**src/rtl/alu_arbiter_ctrl.sv**
```systemverilog
// Two-requester round-robin arbiter and sequencer for the shared 8-bit ALU.
// Accepts one operation per IDLE, drives the ALU for one EXEC cycle, then holds a tagged response.
module alu_arbiter_ctrl #(
    parameter int unsigned OPS_CNT_W = 16
) (
    input  logic                 clk,
    input  logic                 rst_n,
    input  logic                 req0_valid,
    output logic                 req0_ready,
    input  logic [3:0]           req0_op,
    input  logic [7:0]           req0_a,
    input  logic [7:0]           req0_b,
    input  logic                 req1_valid,
    output logic                 req1_ready,
    input  logic [3:0]           req1_op,
    input  logic [7:0]           req1_a,
    input  logic [7:0]           req1_b,
    output logic [3:0]           alu_sel,
    output logic [7:0]           alu_a,
    output logic [7:0]           alu_b,
    input  logic [15:0]          alu_c,
    input  logic                 alu_carry,
    input  logic                 alu_overflow,
    input  logic                 alu_negativo,
    input  logic                 alu_cero,
    output logic                 rsp_valid,
    input  logic                 rsp_ready,
    output logic                 rsp_id,
    output logic [15:0]          rsp_c,
    output logic [3:0]           rsp_flags,
    output logic                 rsp_err,
    output logic [OPS_CNT_W-1:0] ops_done
);

    typedef enum logic [1:0] {
        IDLE = 2'd0,
        EXEC = 2'd1,
        RESP = 2'd2
    } state_e;

    localparam logic [3:0] LAST_LEGAL_OP = 4'b1010;

    state_e                 state_q,      state_d;
    logic                   last_grant_q, last_grant_d;
    logic [3:0]             alu_sel_q,    alu_sel_d;
    logic [7:0]             alu_a_q,      alu_a_d;
    logic [7:0]             alu_b_q,      alu_b_d;
    logic                   rsp_valid_q,  rsp_valid_d;
    logic                   rsp_id_q,     rsp_id_d;
    logic [15:0]            rsp_c_q,      rsp_c_d;
    logic [3:0]             rsp_flags_q,  rsp_flags_d;
    logic                   rsp_err_q,    rsp_err_d;
    logic [OPS_CNT_W-1:0]   ops_done_q,   ops_done_d;

    logic grant0;
    logic grant1;
    logic [3:0] win_op;

    // With both requesters valid, the one that did not win last time gets the ALU.
    always_comb begin
        grant0 = req0_valid && (!req1_valid || last_grant_q);
        grant1 = req1_valid && (!req0_valid || !last_grant_q);
    end

    // Ready is masked while reset is asserted so no handshake is signalled that reset will discard.
    assign req0_ready = rst_n && (state_q == IDLE) && grant0;
    assign req1_ready = rst_n && (state_q == IDLE) && grant1;
    assign win_op     = req1_ready ? req1_op : req0_op;

    always_comb begin
        // NOTE: every _d starts from its _q so no path through this block can infer a latch.
        state_d      = state_q;
        last_grant_d = last_grant_q;
        alu_sel_d    = alu_sel_q;
        alu_a_d      = alu_a_q;
        alu_b_d      = alu_b_q;
        rsp_valid_d  = rsp_valid_q;
        rsp_id_d     = rsp_id_q;
        rsp_c_d      = rsp_c_q;
        rsp_flags_d  = rsp_flags_q;
        rsp_err_d    = rsp_err_q;
        ops_done_d   = ops_done_q;

        case (state_q)
            IDLE: begin
                if (req0_ready || req1_ready) begin
                    alu_sel_d    = win_op;
                    alu_a_d      = req1_ready ? req1_a : req0_a;
                    alu_b_d      = req1_ready ? req1_b : req0_b;
                    rsp_id_d     = req1_ready;
                    rsp_err_d    = (win_op > LAST_LEGAL_OP);
                    last_grant_d = req1_ready;
                    state_d      = EXEC;
                end
            end
            EXEC: begin
                rsp_c_d     = rsp_err_q ? 16'h0000 : alu_c;
                rsp_flags_d = rsp_err_q ? 4'b0001
                                        : {alu_carry, alu_overflow, alu_negativo, alu_cero};
                rsp_valid_d = 1'b1;
                state_d     = RESP;
            end
            RESP: begin
                if (rsp_ready) begin
                    rsp_valid_d = 1'b0;
                    ops_done_d  = ops_done_q + OPS_CNT_W'(1);
                    state_d     = IDLE;
                end
            end
            default: state_d = IDLE;
        endcase
    end

    always_ff @(posedge clk) begin
        // NOTE: non-blocking updates make every flop sample pre-edge values whatever the statement order.
        if (!rst_n) begin
            state_q      <= IDLE;
            last_grant_q <= 1'b1;
            alu_sel_q    <= 4'h0;
            alu_a_q      <= 8'h00;
            alu_b_q      <= 8'h00;
            rsp_valid_q  <= 1'b0;
            rsp_id_q     <= 1'b0;
            rsp_c_q      <= 16'h0000;
            rsp_flags_q  <= 4'h0;
            rsp_err_q    <= 1'b0;
            ops_done_q   <= '0;
        end else begin
            state_q      <= state_d;
            last_grant_q <= last_grant_d;
            alu_sel_q    <= alu_sel_d;
            alu_a_q      <= alu_a_d;
            alu_b_q      <= alu_b_d;
            rsp_valid_q  <= rsp_valid_d;
            rsp_id_q     <= rsp_id_d;
            rsp_c_q      <= rsp_c_d;
            rsp_flags_q  <= rsp_flags_d;
            rsp_err_q    <= rsp_err_d;
            ops_done_q   <= ops_done_d;
        end
    end

    assign alu_sel   = alu_sel_q;
    assign alu_a     = alu_a_q;
    assign alu_b     = alu_b_q;
    assign rsp_valid = rsp_valid_q;
    assign rsp_id    = rsp_id_q;
    assign rsp_c     = rsp_c_q;
    assign rsp_flags = rsp_flags_q;
    assign rsp_err   = rsp_err_q;
    assign ops_done  = ops_done_q;

endmodule

```
**config.mk**
```make
export PLATFORM = sky130hd
export DESIGN_NAME = alu_arbiter_ctrl
export DESIGN_NICKNAME = d
export VERILOG_FILES = /design/src/rtl/alu_arbiter_ctrl.sv
export SDC_FILE = /design/constraint.sdc
export NUM_CORES = 1
export LEC_CHECK = 0
export CORE_MARGIN = 3
export CORE_UTILIZATION = 38
export DETAILED_ROUTE_END_ITERATION = 16
export DONT_BUFFER_PORTS = 1
export PLACE_DENSITY = 0.49
export SLEW_MARGIN = 20
export SYNTH_ARGS = -nofsm -noshare
export SYNTH_HDL_FRONTEND = slang
export SYNTH_SLANG_ARGS = --single-unit
```
**constraint.sdc**
```tcl
create_clock -name clk -period 2.3 [get_ports clk]
set_clock_uncertainty 0.15 [all_clocks]
set_input_delay 0.115 -clock clk [delete_from_list [all_inputs] [get_ports clk]]
set_output_delay 0.115 -clock clk [all_outputs]
set_load 0.02 [all_outputs]
```
Yosys cells after proc, flatten, opt, wreduce, memory -nomap -nowiden
Cells that the tools add are included.
{"block": "op_classes", "addsub": 1, "order_cmp": 1, "eq_ne": 4, "n_mux": 10, "n_reduce_logical": 17}
{"operator": "adder 16 x 1 -> 16 bit (second input constant)", "n": 1}
{"operator": "2-to-1 mux 16 bit", "n": 1}
{"operator": "2-to-1 mux 8 bit", "n": 2}
{"operator": "2-to-1 mux 4 bit", "n": 2}
{"operator": "AND reduction 2 bit", "n": 4}
{"operator": "one-hot mux 2 bit (3 select lines)", "n": 1}
{"operator": "logical AND 1 bit", "n": 5}
{"operator": "greater-than comparator 4 bit (second input constant)", "n": 1}
{"operator": "2-to-1 mux 2 bit", "n": 2}
{"operator": "zero test 1 bit", "n": 3}
{"operator": "logical OR 1 bit", "n": 3}
{"operator": "equality test 2 x 1 -> 1 bit (second input constant)", "n": 1}
{"operator": "equality test 2 bit (second input constant)", "n": 1}
{"operator": "zero test 2 bit", "n": 1}
{"operator": "inequality test 2 x 1 -> 1 bit (second input constant)", "n": 1}
{"operator": "inequality test 2 bit (second input constant)", "n": 1}
{"operator": "one-hot mux 1 bit (2 select lines)", "n": 1}
{"operator": "nonzero test 2 bit", "n": 1}
{"operator": "2-to-1 mux 1 bit", "n": 1}
{"block": "totals", "regBits": 62, "in_bits": 65, "out_inout_bits": 61, "wordCells": 44}

Depth between registers and ports, before layout
Gate-level depths: netlist (run 1).
{"block": "logic_depth", "ltp_word": 7, "depth_mapped": 6, "ltp_nobuf": 5}

Worst setup path before layout (run 1)
Ideal clock, no wire load.
{"block": "synth_timing", "kind": "flip-flop to flip-flop", "from": "reg ops_done_q[0] (netlist: ops_done[0])", "to": "reg ops_done_q[12] (netlist: ops_done[12])", "arrival_time_ns": 1.614, "required_time_ns": 2.080, "setup_slack_ns": 0.465, "stages_incl_launch_ff": 7, "synth_period_minus_slack_ns": 1.835, "path_cell_list": "dfxtp_1 ha_1 and4b_1 buf_2 nand2_1 or4_1 a21oi_1"}
{"block": "synth_between", "elab_chain_len": 1}
{"item": "start: declaration", "line": "53", "source": "logic [OPS_CNT_W-1:0] ops_done_q, ops_done_d;"}
{"item": "start signal: assignment", "line": "139", "source": "ops_done_q <= ops_done_d;"}
{"item": "adder 16 x 1 -> 16 bit", "line": "106", "source": "ops_done_d = ops_done_q + OPS_CNT_W'(1);"}
No other way between the ends.
A chain may end at the register's enable or synchronous reset.

Worst setup path in the final report (run 1)
{"block": "layout_timing", "from": "reg state_q[1]", "to": "reg alu_a_q[1] (netlist: alu_a[1])"}
{"block": "layout_between", "elab_chain_len": 5, "elab_cells_between_ends": 7, "cone_classes": "1 x mux; 6 x reduce/logical"}
{"item": "start: declaration", "line": "43", "source": "state_e state_q, state_d;"}
{"item": "start signal: assignment", "line": "129", "source": "state_q <= state_d;"}
{"item": "zero test 2 bit *", "line": "66, 67, 84"}
{"item": "logical AND 1 bit", "line": "66, 67"}
{"item": "logical AND 1 bit, on equally long branches", "line": "66, 67"}
{"item": "logical OR 1 bit", "line": "86", "source": "if (req0_ready || req1_ready) begin"}
{"item": "AND reduction 2 bit (no source line)"}
{"item": "end signal: assignment", "line": "132", "source": "alu_a_q <= alu_a_d;"}
{"item": "end: declaration", "line": "46", "source": "logic [7:0] alu_a_q, alu_a_d;"}
Mark *: on every way between the ends. The rest lies on a longest branch, timed or not.

==> results.md, run 1 <==
- Die area: 0.007814 sq mm
- Final WL: 7132 um
- Total gr overflow: 0
- Synth Area in Adders: 0.4850%
- Die X: 88.40 um
- CTS tree: done
- Placeable Area: 0.006459 sq mm
- RSZ-0062 raised after global routing: no
- Largest family of logic cells by synthesized area: simple AND/OR/NAND/NOR gates
- I/O pins: 126
- Synthesized Nets: 380
- Most common flop cell mapped by yosys: dfxtp_1
- Port buffer count: 0
- Row count: 29
- Power per Cell Area: 687.0 mW/mm^2
- Compound-gate portion of the synthesized area: 14.65%
- Achievable Freq: 473.8 MHz
- Die Ht: 88.40 um
- CP peak stage delay: 580 ps
- Vias: 2,433
- Worst Path Buf+Inv: 2
- Fillers: 604
- CTS Sinks: 62
- Final ANT Viol Nets: 0
- Setup TNS: 0 ps
- Area contributors post-synth: dfxtp_1 48%, nand2_1 10%, nand3b_1 5.8%
- Startpoint types: flop
- Max Cap Viol: 0
- CP delay by family, top: buffers and inverters
- Routed length per instance: 15.44 um
- Outcome: complete, no violations
- Synth Instances: 314
- Post-synth EDFFs: 0
- Ratio of cells with drive above 1 in the final layout: 8.312%
- # DRC: 0
- YS warnings: 0
- Post-synthesis sequential area ratio: 48.11%
- Tcrit/Tclk final: 91.76%
- Slew @ Worst Pin: 812.9 ps
- Post-synth ARST share: 0%
- Crit path DAT: 2170 ps
- Max IR drop VDD: 0.4179 mV
- Longest Clk Path Bufs: 2
- Hold Vio Cnt, Final: 0
- CP endpoint kind: flop
- DRT Pass-1 Iters: 7
- Most common cell after layout, fill and taps aside: nand2_1
- Crit path cell chain: nor3b_2 -> nand3_1 -> buf_4 -> o21ai_0 -> a31oi_1 -> dlygate4sd3_1
- Initial antenna violation count: 0
- First-pass GRT wire length: 11,080 um
- Slew headroom: 45.81%
- Final GP Congestion: 0.7349
- Crit-path max FO: 46
- Worst skew pair latency: 320 ps
- Synthesized area per cell: 8.216 sq um
- Hold WC Path Type: primary input to flop
- Worst-path clk slew: 70 ps
- Initial Util: 39.95%
- Clock Tree Root: clkbuf_8
- Unique masters post-synth: 33
- Inserted Clock Buffers: 9
- Post-DP Area: 0.002683 sq mm
- H-Tree Level Count: 3
- Kind of critical path: flop to flop
- Critical path required time: 2360 ps
- Crit path time final: 2110 ps
- Final instance area: 0.003518 sq mm
- CP max stage cell: dlygate4sd3_1
- DRT iter0 DRCs: 96
- Simple-gate share of the synthesized area: 27.84%
- # diodes: 0
- Vias per cell: 5.266
- Synth Area in XOR/XNOR: 3.734%
- Leakage power: 1.324 nW
- Commonest non-fill, non-tap cells in the layout: 69 x nand2_1, 65 x dlygate4sd3_1, 62 x dfxtp_1, 24 x a21oi_1, 20 x nand3b_1
- Synth-to-Final Area Change: 36.37%
- Setup violators final: 0
- Slew Limit Fails: 0
- Area leader, netlist: dfxtp_1
- Fin nets: 448
- Vias in the first global route: 2,278
- Largest net degree at the start of global routing: 47
- All-Layer GR Usage: 18.13%
- Yosys top cell area share: 48.11%
- Mux cell area share after synthesis: 1.164%
- Synthesized cell area: 0.002580 sq mm
- Yosys reg bits: 62
- DP HPWL: 4435 um
## power by group
part           switching, W  leakage, nW  internal (W)
combinational      0.000160        0.737      0.000180
sequential         0.000141        0.505       0.00115
clock              0.000382       0.0821      0.000406
total              0.000684         1.32       0.00173
## registers in the layout, indices dropped and copies added, names as in the netlist
signal        flops
rsp_flags         4
state_q           2
rsp_c            16
ops_done         16
last_grant_q      1
rsp_err           1
rsp_valid         1
alu_a             8
rsp_id            1
alu_sel           4
alu_b             8
## final cells by class
class / instances / area [sq um] / area share (%)
clock inverter: 2 / 10.01 / 0.2845
sequential: 62 / 1241 / 35.28
timing repair buffer: 79 / 772.0 / 21.94
tap: 77 / 96.34 / 2.738
inverter: 4 / 18.77 / 0.5334
clock buffer: 12 / 145.1 / 4.125
multi-input combinational: 226 / 1235 / 35.10
## worst register-to-register path, stage by stage, from the launching register on
cell           delay [ps]
dfxtp_1               350
nor3b_2               260
nand3_1               100
buf_4                 260
o21ai_0               240
a31oi_1                70
dlygate4sd3_1         580
## metal layers
metal	global-route usage [%]	routed length (um)	vias up
met3	7.821	597	7
met2	31.07	3483	97
met1	21.05	2993	1106
met5	0	0	-
met4	3.984	58	0
li1	-	-	1223
## cells by family after synthesis
kind of cell    Yosys count
xor+xnor                 11
fa+ha+maj                 1
compound gates           67
buf+inv                  26
simple gates            144
mux                       3
flops                    62
## cell usage after synthesis (4+ instances only)
cell type and count:
dfxtp_1 62, clkbuf_1 19, inv_1 4, nand3_1 9, nor3_1 4, nand3b_1 20
xor2_1 5, xnor2_1 6, o21ai_0 19, nor2_1 18, a31oi_1 18, a21oi_1 24
nand4_1 6, nand2b_1 4, nand2_1 69
## path summary, 6_finish.rpt
kind | cells past startpoint | end | slack (ps) | from
max | 6 | alu_a[1] | 190 | state_q[1]
min | 3 | state_q[0] | 60 | req0_valid
max reg2reg | 6 | alu_a[1] | 190 | state_q[1]
min reg2reg | 2 | last_grant_q | 330 | last_grant_q
## metrics by stage
stage	hold WS, ps	power [W]	std cells	setup slack (ps)	utilization (%)
global route	102.3	0.002550	462	41.25	54.47
finish	62.02	0.002417	462	189.6	54.47
CTS	15.02	0.002450	459	25.59	54.01
global placement	40.39	0.001531	380	547.4	41.53
floorplan	103.3	0.001474	314	465.2	-
detailed placement	45.16	0.001534	380	543.7	41.53
## what timing repair did
item | in CTS | in global routing
endpoints found under the setup margin | 0 | 12
gates resized for setup | 0 | 2
buffers inserted | 0 | 3
hold buffers | 65 | 0
endpoints found under the hold margin | 45 | 0
(Power assumes the default switching activity.)
==> run 2, diff against run 1 <==
--- a/config.mk
+++ b/config.mk
@@ -7,6 +7,7 @@
 export LEC_CHECK = 0
 export CORE_MARGIN = 3
 export CORE_UTILIZATION = 38
+export CTS_BUF_LIST = sky130_fd_sc_hd__clkbuf_8
 export DETAILED_ROUTE_END_ITERATION = 16
 export DONT_BUFFER_PORTS = 1
 export PLACE_DENSITY = 0.49
==> results.md, run 2 (synthesized netlist as in run 1, its figures left out) <==
- Seq pwr share: 53.5% (+0.2 points)
- Worst Hold Depth: 3 (unchanged)
- Crit path cell chain: nor3b_2 -> nand3_1 -> buf_4 -> o21ai_0 -> a31oi_1 -> dlygate4sd3_1
- Slew Limit Fails: 0 (unchanged)
- # DRC: 0 (unchanged)
- Setup violators final: 0 (unchanged)
- Critical path required time: 2360 ps (about the same)
- Vias: 2,435 (+0.082%)
- Port buffer count: 0 (unchanged)
- Hold EP: state_q[0]
- Kind of critical path: flop to flop
- Final WL: 7143 um (+0.15%)
- Placeable Area: 0.006459 sq mm (unchanged)
- Ratio of cells with drive above 1 in the final layout: 8.312% (unchanged)
- Worst Path Buf+Inv: 2 (unchanged)
- CP peak stage delay: 580 ps (about the same)
- I/O pins: 126 (unchanged)
- Commonest non-fill, non-tap cells in the layout: 69 x nand2_1, 65 x dlygate4sd3_1, 62 x dfxtp_1, 24 x a21oi_1, 20 x nand3b_1
- R2R Setup Slk: 210 ps (+20 ps)
- Vias per cell: 5.271 (about the same)
- Most common cell after layout, fill and taps aside: nand2_1
- CP endpoint kind: flop
- Reg-to-reg startpoint: state_q[1]
- Slew headroom: 45.71% (-0.098 points)
- Tcrit/Tclk final: 90.82% (-0.94 points)
- RSZ-0062 raised after global routing: no
- DRT Pass-1 Iters: 5 (-2)
- P_sw: 0.0006845 W (+0.11%)
- Largest net degree at the start of global routing: 47 (unchanged)
- Vias in the first global route: 2,278 (unchanged)
- Total gr overflow: 0 (unchanged)
- Final ANT Viol Nets: 0 (unchanged)
- DRT iter0 DRCs: 93 (-3.1%)
- CP Depth: 6 (unchanged)
- Initial antenna violation count: 0 (unchanged)
- Leakage power: 1.333 nW (+0.63%)
- CP max stage cell: dlygate4sd3_1
- Clock group share of total power: 32.4% (-0.2 points)
- Hold WC Path Type: primary input to flop
- DP HPWL: 4435 um (unchanged)
- Switch share: 28.42% (+0.13 points)
- Longest Clk Path Bufs: 2 (unchanged)
- Row count: 29 (unchanged)
- Outcome: complete, no violations
- All-Layer GR Usage: 18.13% (unchanged)
- Achievable Freq: 478.7 MHz (+1.0%)
- Fillers: 604 (unchanged)
- Startpoint types: flop
- Clock Tree Root: clkbuf_8
- Non-Filler Instances: 462 (unchanged)
- Hold path startpoint: req0_valid
- Logic pwr share: 14.1% (about the same)
- Initial Util: 39.95% (unchanged)
- Setup TNS: 0 ps (unchanged)
- Finished Core Util: 54.47% (unchanged)
- # diodes: 0 (unchanged)
- CTS Sinks: 62 (unchanged)
- Worst-path clk slew: 60 ps (about the same)
- Max IR drop VDD: 0.4179 mV (about the same)
- Die Ht: 88.40 um (unchanged)
- Power per Cell Area: 684.7 mW/mm^2 (-0.34%)
- H-Tree Level Count: 3 (unchanged)
- CP delay by family, top: buffers and inverters
- Final GP Congestion: 0.7349 (unchanged)
- Internal Pwr Total: 0.001724 W (-0.52%)
- Worst skew pair latency: 320 ps (about the same)
- Slew @ Worst Pin: 814.4 ps (+1.470 ps)
- Routed length per instance: 15.46 um (+0.15%)
- Die X: 88.40 um (unchanged)
- Worst R2R Path Depth: 6 (unchanged)
- Inserted Clock Buffers: 9 (unchanged)
- Synth-to-Final Area Change: 36.37% (unchanged)
- CTS tree: done
- Crit-path max FO: 46 (unchanged)
- Crit path DAT: 2150 ps (-20 ps)
- Die area: 0.007814 sq mm (unchanged)
- Reg-to-Reg End: alu_a[3]
- First-pass GRT wire length: 11,080 um (unchanged)
- Max Cap Viol: 0 (unchanged)
- Hold Vio Cnt, Final: 0 (unchanged)
- Fin nets: 448 (unchanged)
- Placed insts: 380 (unchanged)
- Crit path time final: 2089 ps (-21.66 ps)
==> run 2: cell type report <==
cell class	count	area (sq um)	area share [%]
sequential	62	1241	35.28
timing repair buffer	79	772.0	21.94
multi-input combinational	226	1235	35.10
clock inverter	4	17.52	0.4979
inverter	4	18.77	0.5334
tap	77	96.34	2.738
clock buffer	10	137.6	3.912
==> run 2: power groups by stage <==
stage / logic [W] / registers [W] / clock network (W)
finish: 0.000340 / 0.00129 / 0.000780
global route: 0.000380 / 0.00130 / 0.000863
CTS: 0.000330 / 0.00129 / 0.000823
detailed placement: 0.000221 / 0.00131 / 0
global placement: 0.000217 / 0.00131 / 0
floorplan: 0.000183 / 0.00129 / 0
==> run 2: how the worst max path moves through the flow <==
stage | end | startpoint
floorplan | ops_done[12] | ops_done[0]
global placement | ops_done[13] | state_q[1]
detailed placement | ops_done[12] | ops_done[6]
CTS | alu_a[5] | state_q[1]
global route | alu_sel[1] | state_q[0]
finish | alu_a[3] | state_q[1]
==> run 2: repair_timing <==
action / CTS / global route
resized for setup: 0 / 2
endpoints found under the setup margin: 0 / 12
endpoints found under the hold margin: 45 / 0
hold buffers: 65 / 0
buffers inserted: 0 / 3
==> run 2: layer usage <==
metal  wire (um)  global-route usage, %  vias up
met5           0                      0        -
met4          58                  3.984        0
met3         599                  7.821        7
met2        3497                  31.07       97
met1        2987                  21.05     1109
li1            -                      -     1222
==> run 2: worst min-delay path: stages <==
cell	delay, ps
nand3_2	70
buf_4	230
nand2_1	90
==> run 2: metrics by stage <==
step | worst slack [ps] | hold slack, ps | total power [W] | instance area [sq um]
global route | 41.22 | 102.1 | 0.002541 | 3518
CTS | 25.59 | 14.24 | 0.002442 | 3488
global placement | 547.4 | 40.39 | 0.001531 | 2683
floorplan | 465.2 | 103.3 | 0.001474 | 2580
finish | 211.2 | 60.74 | 0.002409 | 3518
detailed placement | 543.7 | 45.16 | 0.001534 | 2683
